$ cat src/rtl/pipe_stage_buffer_pkg.sv
// Shared defaults and control-bit naming for the pipeline stage buffer.
package pipe_stage_buffer_pkg;

    localparam int LANES_DEF  = 2;
    localparam int DATA_W_DEF = 32;
    localparam int CTRL_W_DEF = 3;
    localparam int TAG_W_DEF  = 37;

    // Bit positions inside the control vector.
    typedef enum logic [1:0] {
        CTRL_MEMREAD  = 2'd0,
        CTRL_MEMTOREG = 2'd1,
        CTRL_REGWRITE = 2'd2
    } ctrl_bit_e;

    function automatic bit lanes_legal(input int lanes);
        return (lanes >= 1) && (lanes <= 4);
    endfunction

endpackage

$ cat src/rtl/pipe_stage_entry_reg.sv
// One pipeline entry register. Clearing drops valid and zeroes ctrl/lane_en
// only; tag and data keep their last loaded value. Disabled lanes load as zero.
module pipe_stage_entry_reg
    import pipe_stage_buffer_pkg::*;
#(
    parameter int LANES  = LANES_DEF,
    parameter int DATA_W = DATA_W_DEF,
    parameter int CTRL_W = CTRL_W_DEF,
    parameter int TAG_W  = TAG_W_DEF
) (
    input  logic                    Clk,
    input  logic                    Rst,
    input  logic                    load,
    input  logic                    clear,
    input  logic [CTRL_W-1:0]       new_ctrl,
    input  logic [TAG_W-1:0]        new_tag,
    input  logic [LANES-1:0]        new_lane_en,
    input  logic [LANES*DATA_W-1:0] new_data,
    output logic                    valid,
    output logic [CTRL_W-1:0]       ctrl,
    output logic [TAG_W-1:0]        tag,
    output logic [LANES-1:0]        lane_en,
    output logic [LANES*DATA_W-1:0] data
);

    logic                    valid_reg;
    logic [CTRL_W-1:0]       ctrl_reg;
    logic [TAG_W-1:0]        tag_reg;
    logic [LANES-1:0]        lane_en_reg;
    logic [LANES*DATA_W-1:0] data_reg;
    logic [LANES*DATA_W-1:0] masked_data;

    generate
        for (genvar gi = 0; gi < LANES; gi++) begin : g_lane_mask
            assign masked_data[gi*DATA_W +: DATA_W] =
                new_lane_en[gi] ? new_data[gi*DATA_W +: DATA_W] : '0;
        end
    endgenerate

    always_ff @(posedge Clk) begin
        if (Rst) begin
            valid_reg   <= 1'b0;
            ctrl_reg    <= '0;
            tag_reg     <= '0;
            lane_en_reg <= '0;
            data_reg    <= '0;
        end else if (clear) begin
            valid_reg   <= 1'b0;
            ctrl_reg    <= '0;
            lane_en_reg <= '0;
        end else if (load) begin
            valid_reg   <= 1'b1;
            ctrl_reg    <= new_ctrl;
            tag_reg     <= new_tag;
            lane_en_reg <= new_lane_en;
            data_reg    <= masked_data;
        end
    end

    assign valid   = valid_reg;
    assign ctrl    = ctrl_reg;
    assign tag     = tag_reg;
    assign lane_en = lane_en_reg;
    assign data    = data_reg;

endmodule

$ cat src/rtl/pipe_stage_buffer.sv
// Valid/ready pipeline stage register with flush. Define PIPE_STAGE_SKID_EN
// to add a one-entry skid register and a registered in_ready.
module pipe_stage_buffer
    import pipe_stage_buffer_pkg::*;
#(
    parameter int LANES  = LANES_DEF,
    parameter int DATA_W = DATA_W_DEF,
    parameter int CTRL_W = CTRL_W_DEF,
    parameter int TAG_W  = TAG_W_DEF
) (
    input  logic                    Clk,
    input  logic                    Rst,
    input  logic                    in_valid,
    output logic                    in_ready,
    input  logic [CTRL_W-1:0]       in_ctrl,
    input  logic [TAG_W-1:0]        in_tag,
    input  logic [LANES-1:0]        in_lane_en,
    input  logic [LANES*DATA_W-1:0] in_data,
    input  logic                    flush,
    output logic                    out_valid,
    input  logic                    out_ready,
    output logic [CTRL_W-1:0]       out_ctrl,
    output logic [TAG_W-1:0]        out_tag,
    output logic [LANES-1:0]        out_lane_en,
    output logic [LANES*DATA_W-1:0] out_data
);

    logic                    accept;
    logic                    out_drain;
    logic                    out_load;
    logic                    out_clear;
    logic [CTRL_W-1:0]       src_ctrl;
    logic [TAG_W-1:0]        src_tag;
    logic [LANES-1:0]        src_lane_en;
    logic [LANES*DATA_W-1:0] src_data;

    assign out_drain = out_valid && out_ready;

`ifdef PIPE_STAGE_SKID_EN
    logic                    skid_valid;
    logic                    skid_valid_next;
    logic                    skid_load;
    logic                    skid_clear;
    logic                    in_ready_reg;
    logic [CTRL_W-1:0]       skid_ctrl;
    logic [TAG_W-1:0]        skid_tag;
    logic [LANES-1:0]        skid_lane_en;
    logic [LANES*DATA_W-1:0] skid_data;

    assign accept = in_valid && in_ready_reg;

    // A held skid entry always refills the output first, which keeps order.
    assign out_load   = !flush && (skid_valid ? out_drain
                                              : (accept && (!out_valid || out_drain)));
    assign out_clear  = flush || (out_drain && !out_load);
    assign skid_load  = !flush && !skid_valid && accept && out_valid && !out_ready;
    assign skid_clear = flush || (skid_valid && out_drain);

    assign src_ctrl    = skid_valid ? skid_ctrl    : in_ctrl;
    assign src_tag     = skid_valid ? skid_tag     : in_tag;
    assign src_lane_en = skid_valid ? skid_lane_en : in_lane_en;
    assign src_data    = skid_valid ? skid_data    : in_data;

    always_comb begin
        skid_valid_next = skid_valid;
        if (flush)
            skid_valid_next = 1'b0;
        else if (skid_valid)
            skid_valid_next = !out_drain;
        else
            skid_valid_next = skid_load;
    end

    always_ff @(posedge Clk) begin
        if (Rst)
            in_ready_reg <= 1'b1;
        else
            in_ready_reg <= !skid_valid_next;
    end

    assign in_ready = in_ready_reg;

    pipe_stage_entry_reg #(
        .LANES  (LANES),
        .DATA_W (DATA_W),
        .CTRL_W (CTRL_W),
        .TAG_W  (TAG_W)
    ) u_skid_reg (
        .Clk         (Clk),
        .Rst         (Rst),
        .load        (skid_load),
        .clear       (skid_clear),
        .new_ctrl    (in_ctrl),
        .new_tag     (in_tag),
        .new_lane_en (in_lane_en),
        .new_data    (in_data),
        .valid       (skid_valid),
        .ctrl        (skid_ctrl),
        .tag         (skid_tag),
        .lane_en     (skid_lane_en),
        .data        (skid_data)
    );
`else
    assign in_ready  = out_ready || !out_valid;
    assign accept    = in_valid && in_ready;
    assign out_load  = accept && !flush;
    assign out_clear = flush || (out_drain && !accept);

    assign src_ctrl    = in_ctrl;
    assign src_tag     = in_tag;
    assign src_lane_en = in_lane_en;
    assign src_data    = in_data;
`endif

    pipe_stage_entry_reg #(
        .LANES  (LANES),
        .DATA_W (DATA_W),
        .CTRL_W (CTRL_W),
        .TAG_W  (TAG_W)
    ) u_out_reg (
        .Clk         (Clk),
        .Rst         (Rst),
        .load        (out_load),
        .clear       (out_clear),
        .new_ctrl    (src_ctrl),
        .new_tag     (src_tag),
        .new_lane_en (src_lane_en),
        .new_data    (src_data),
        .valid       (out_valid),
        .ctrl        (out_ctrl),
        .tag         (out_tag),
        .lane_en     (out_lane_en),
        .data        (out_data)
    );

endmodule

$ cat config.mk
export PLATFORM = sky130hd
export DESIGN_NAME = pipe_stage_buffer
export DESIGN_NICKNAME = d
export VERILOG_FILES = /design/src/rtl/pipe_stage_buffer_pkg.sv /design/src/rtl/pipe_stage_entry_reg.sv /design/src/rtl/pipe_stage_buffer.sv
export SDC_FILE = /design/constraint.sdc
export NUM_CORES = 1
export LEC_CHECK = 0
export CORE_MARGIN = 2
export CORE_UTILIZATION = 43
export DETAILED_ROUTE_END_ITERATION = 6
export PLACE_DENSITY = 0.86
export SLEW_MARGIN = 30
export SYNTH_ARGS = -nofsm -noshare
export SYNTH_HDL_FRONTEND = slang
export SYNTH_SLANG_ARGS = --single-unit
$ cat constraint.sdc
create_clock -name Clk -period 2.17 [get_ports Clk]
set_input_delay 0.3255 -clock Clk [delete_from_list [all_inputs] [get_ports Clk]]
set_output_delay 0.3255 -clock Clk [all_outputs]
set_load 0.005 [all_outputs]
* After elaboration in Yosys (flattened, before gate mapping) *
Cells that the tools add are included.

storage, ports and cells
  logic and storage cells = 19
  memories = 0
  bits in latches = 0
  bits in registers = 107
  bits in read-only memories = 0
  bits in writable memories = 0
  input bits = 111
  output and inout port bits = 108

cells by class
  shift operators = 0
  mux-type cells = 2
  div/mod/pow operators = 0
  add/subtract/negate cells = 0
  reduce and logical (&&, ||, !) cells = 11
  multipliers = 0
  order comparisons = 0
  equality and inequality tests = 0
  bitwise logic cells = 1

operator list
  cell                 number
  $mux W32             2
  $logic_and A1 B1 Y1  4
  $logic_not A1 Y1     3
  $logic_or A1 B1 Y1   2
  $reduce_and A2 Y1    1
  $reduce_or A2 Y1     1
  $not A1 Y1           1

* Longest topological paths before layout *
  depth in word-level cells = 8
  mapped depth = 8
  gate-level depth less buffers = 4

* Cells and area by module *
From an unflattened synthesis, not the netlist that was laid out.

unflattened totals
  cell total of the unflattened synthesis = 472
  area, all modules = 3858.7 um^2

by module, submodules not included
  module                area an instance (um^2)  seq. area each (um^2)  cells an instance  times used
  pipe_stage_entry_reg  3824.9                   2142.1                 468                1
  pipe_stage_buffer     33.8                     0.0                    4                  1

* Worst setup path after synthesis *
OpenSTA, ideal clock, no wires.

  path kind = reg2reg
  from = reg u_out_reg.valid_reg (netlist: u_out_reg.valid)
  to = reg u_out_reg.ctrl_reg[2] (netlist: u_out_reg.ctrl[2])
  library setup time = 0.143 ns
  cell stages (with the launch flop) = 9
  arrival = 1.158 ns
  period minus slack after synthesis = 1.300 ns
  required time = 2.027 ns
  path slack = 0.870 ns
  path buffers = 4
  cells stage by stage = dfxtp_1 nor2b_4 buf_6 buf_6 inv_8 buf_8 buf_6 nand3_1 a21oi_1

on the way
  longest elaborated chain between the ends = 7
  elaborated cells between the ends (all ways) = 9
  classes of those cells = 9 x reduce/logical

RTL lines
  element                     RTL line                    text
  start, declared             pipe_stage_entry_reg.sv:26  logic valid_reg;
  start signal, assigned      pipe_stage_entry_reg.sv:42  valid_reg <= 1'b0;
  start signal, assigned      pipe_stage_entry_reg.sv:48  valid_reg <= 1'b0;
  start signal, assigned      pipe_stage_entry_reg.sv:52  valid_reg <= 1'b1;
  $logic_not A1 Y1            pipe_stage_buffer.sv:104    assign in_ready = out_ready || !out_valid;
  $logic_or A1 B1 Y1          pipe_stage_buffer.sv:104
  $logic_and A1 B1 Y1         pipe_stage_buffer.sv:105    assign accept = in_valid && in_ready;
  $logic_not A1 Y1            pipe_stage_buffer.sv:107    assign out_clear = flush || (out_drain && !accept);
  $logic_and A1 B1 Y1         pipe_stage_buffer.sv:107
  $logic_or A1 B1 Y1          pipe_stage_buffer.sv:107
  $reduce_or A2 Y1 (no line)  --
  end signal, assigned        pipe_stage_entry_reg.sv:53  ctrl_reg <= new_ctrl;
  end, declared               pipe_stage_entry_reg.sv:27  logic [CTRL_W-1:0] ctrl_reg;

Parallel ways exist; a longest one is shown, timed or not.
A chain may end at the register's enable or synchronous reset.

* Worst setup path in the final report *
  from = reg u_out_reg.valid_reg (netlist: u_out_reg.valid)
  to = out in_ready

on the way
  longest elaborated chain between the ends = 2

RTL lines
  element             RTL line                  text
  $logic_not A1 Y1    pipe_stage_buffer.sv:104
  $logic_or A1 B1 Y1  pipe_stage_buffer.sv:104
  end, declared       pipe_stage_buffer.sv:14   output logic in_ready,

Every way passes these cells.

==> reports/qor.yml <==
hold_path_end: "u_out_reg.tag[35]"
drcViolationCount: 0
clock_sinks: 107
crit_type: "reg2out"
placed_cell_area_um2: 6370
crit_required_ns: 1.84
grt_first_pass_wirelength_um: 21100
synth_warnings: 0
hold_viol: 0
reg2regPathDepth: 4
cts_hold_buffers: 0
vias_per_cell: 5.62
die_h_um: 103
r2r-start: "u_out_reg.valid"
syn_avg_cell_area_um2: 8.46
fin_area_um2: 6560
cp_max_fo: 15
largest_reg_flops: 64
ctsResizeCount: 0
synth_area_leaders: "dfxtp_1 51%, a21oi_1 13%, o21ai_0 11%"
clk_latency_ns: 0.36
hp-class: "in2reg"
synth_top_family_by_area: "compound AO/OA/AOI/OAI gates"
syn_nets: 610
ff2ff_setup_slack_ns: 0.67
grt_overflow: 0
hold_depth: 2
path_cells: "nor2b_4 -> inv_8 -> clkdlybuf4s50_1"
synthCells: 499
slowest_delay_ns: 0.45
clkTransAtPathRegs_ns: 0.09
antenna_found_initial: 0
drtAntennaViolNets: 0
cp.arrival_ns: 1.56
vdd_drop_max_mv: 0.355
grt_use_total: 0.248
start_util: 0.438
grt_max_degree: 107
skew_ns: 0.00635
max_freq_ghz: 0.530
layout_commonest_cell: "clkdlybuf4s50_1"
setup_violations: 0
critPathTopFamily: "buffers and inverters"
routed_wl_um: 13900
dr.pass1.iters: 5
fillers: 795
ios: 219
synthAdderAreaFrac: 0
worst_pin_slew_ns: 0.558
cts_setup_buffers: 0
ys_types: 19
cap_violations: 0
path_buf_inv: 2
status: "completed"
leakagePower_uw: 0.00214
n_antenna_cell: 0
synth_compound_area_frac: 0.253
end_kind: "output port"
drive_gt1_frac: 0.0442
num_vias: 4567
most-common-layout-cells: "217 x clkdlybuf4s50_1, 107 x dfxtp_1, 106 x a21oi_1"
die_w_um: 103
cp-start-kind: "register"
gp_congestion: 0.729
cts_tree: "done"
max-slew-margin-rel: 0.628
slew_viol_final: 0
port-buffer-count: 218
netlist_area_um2: 4220
powerDensity_nw_per_um2: 595
timing.hold.ws_ns: 0.186
grt_pass1_vias: 4357
synth.area.mux_share: 0
rsz0062_at_grt: "false"
layout_worst_path_cycle_share: 0.869
core_um2: 9640
detail_route.wl_per_cell_um: 17.2
ys_seq_elements: 107
yosysTopAreaCell: "dfxtp_1"
layout.nets: 785
fp-row-count: 36
place_hpwl_um: 8990
critical-path-slowest-cell: "clkdlybuf4s50_1"
synth_xor_area_frac: 0
root_buffer: "clkbuf_8"
reg2reg_to: "u_out_reg.tag[28]"
fin_util: 0.681
min_from: "Rst"
synth_seq_area_share: 0.508
cts_buffer_depth: 2
htree_num_levels: 3
cts_buffers: 9
setup_tns_ns: 0
syn_to_final_growth_pct: 55.5
synthSimpleGateAreaFrac: 0.155
fin_crit_ns: 1.89
drt_iter0_drc: 186
dieArea_um2: 10600
yosysTopAreaCellShare: 0.508
routing by layer:
metal | wire length [um] | share of wire | vias up | global-route usage
met4 | 378 | 0.027 | 0 | 0.101
met3 | 1210 | 0.087 | 35 | 0.0746
li1 | - | - | 2180 | -
met5 | 0 | 0 | - | 0
met1 | 5630 | 0.40 | 2177 | 0.295
met2 | 6720 | 0.48 | 175 | 0.420
report_power, final:
group,leakage [uW],switching [uW],internal (uW),total (uW)
sequential,0.000871,31.8,2030,2060
clock,0.0000926,655,566,1220
combinational,0.00118,257,362,619
total,0.00214,943,2960,3900
layout make-up:
type / instances / area, um2 / share of cell area
Clock buffer: 12 / 145 / 0.0221
Tap cell: 133 / 166 / 0.0254
Timing Repair Buffer: 229 / 2320 / 0.354
Sequential cell: 107 / 2140 / 0.326
Inverter: 1 / 11.3 / 0.00172
Multi-Input combinational cell: 326 / 1720 / 0.263
Clock inverter: 4 / 50.0 / 0.00763
cell families (layout without fill, tap and decap cells):
| kind of cell | after synthesis | in the layout |
|---|---|---|
| compound gates | 213 | 213 |
| simple gates | 113 | 113 |
| flops | 107 | 107 |
| buf+inv | 66 | 246 |
Yosys cell counts:
library cell and count:
dfxtp_1 107, o21ai_1 12, buf_2 14, clkbuf_2 4, nand2b_1 1, nor2b_4 1, nand3_1 42, inv_8 1
nand2_1 1, nor2_1 3, o21ai_0 95, buf_6 6, buf_8 1, buf_1 1, and2b_2 1, a21oi_1 106
buf_4 6, nand4_1 64, clkbuf_1 33
how the worst max path moves through the flow:
stage / to / from / slack [ns] / cells past startpoint
5_1_grt: in_ready / u_out_reg.valid / 0.21 / 3
2_1_floorplan: u_out_reg.ctrl[2] / u_out_reg.valid / 0.87 / 8
3_3_place_gp: in_ready / out_ready / 0.29 / 4
3_5_place_dp: in_ready / out_ready / 0.28 / 4
6_report: in_ready / u_out_reg.valid / 0.28 / 3
4_1_cts: in_ready / u_out_reg.valid / 0.25 / 3
stage by stage:
step / power, uW / cells / setup slack, ns
floorplan: 2320 / 499 / 0.870
global placement: 2710 / 796 / 0.292
detailed placement: 2720 / 796 / 0.283
CTS: 3930 / 812 / 0.246
global route: 4060 / 812 / 0.209
finish: 3900 / 812 / 0.284
No activity file was read; power rests on OpenSTA's default activity.
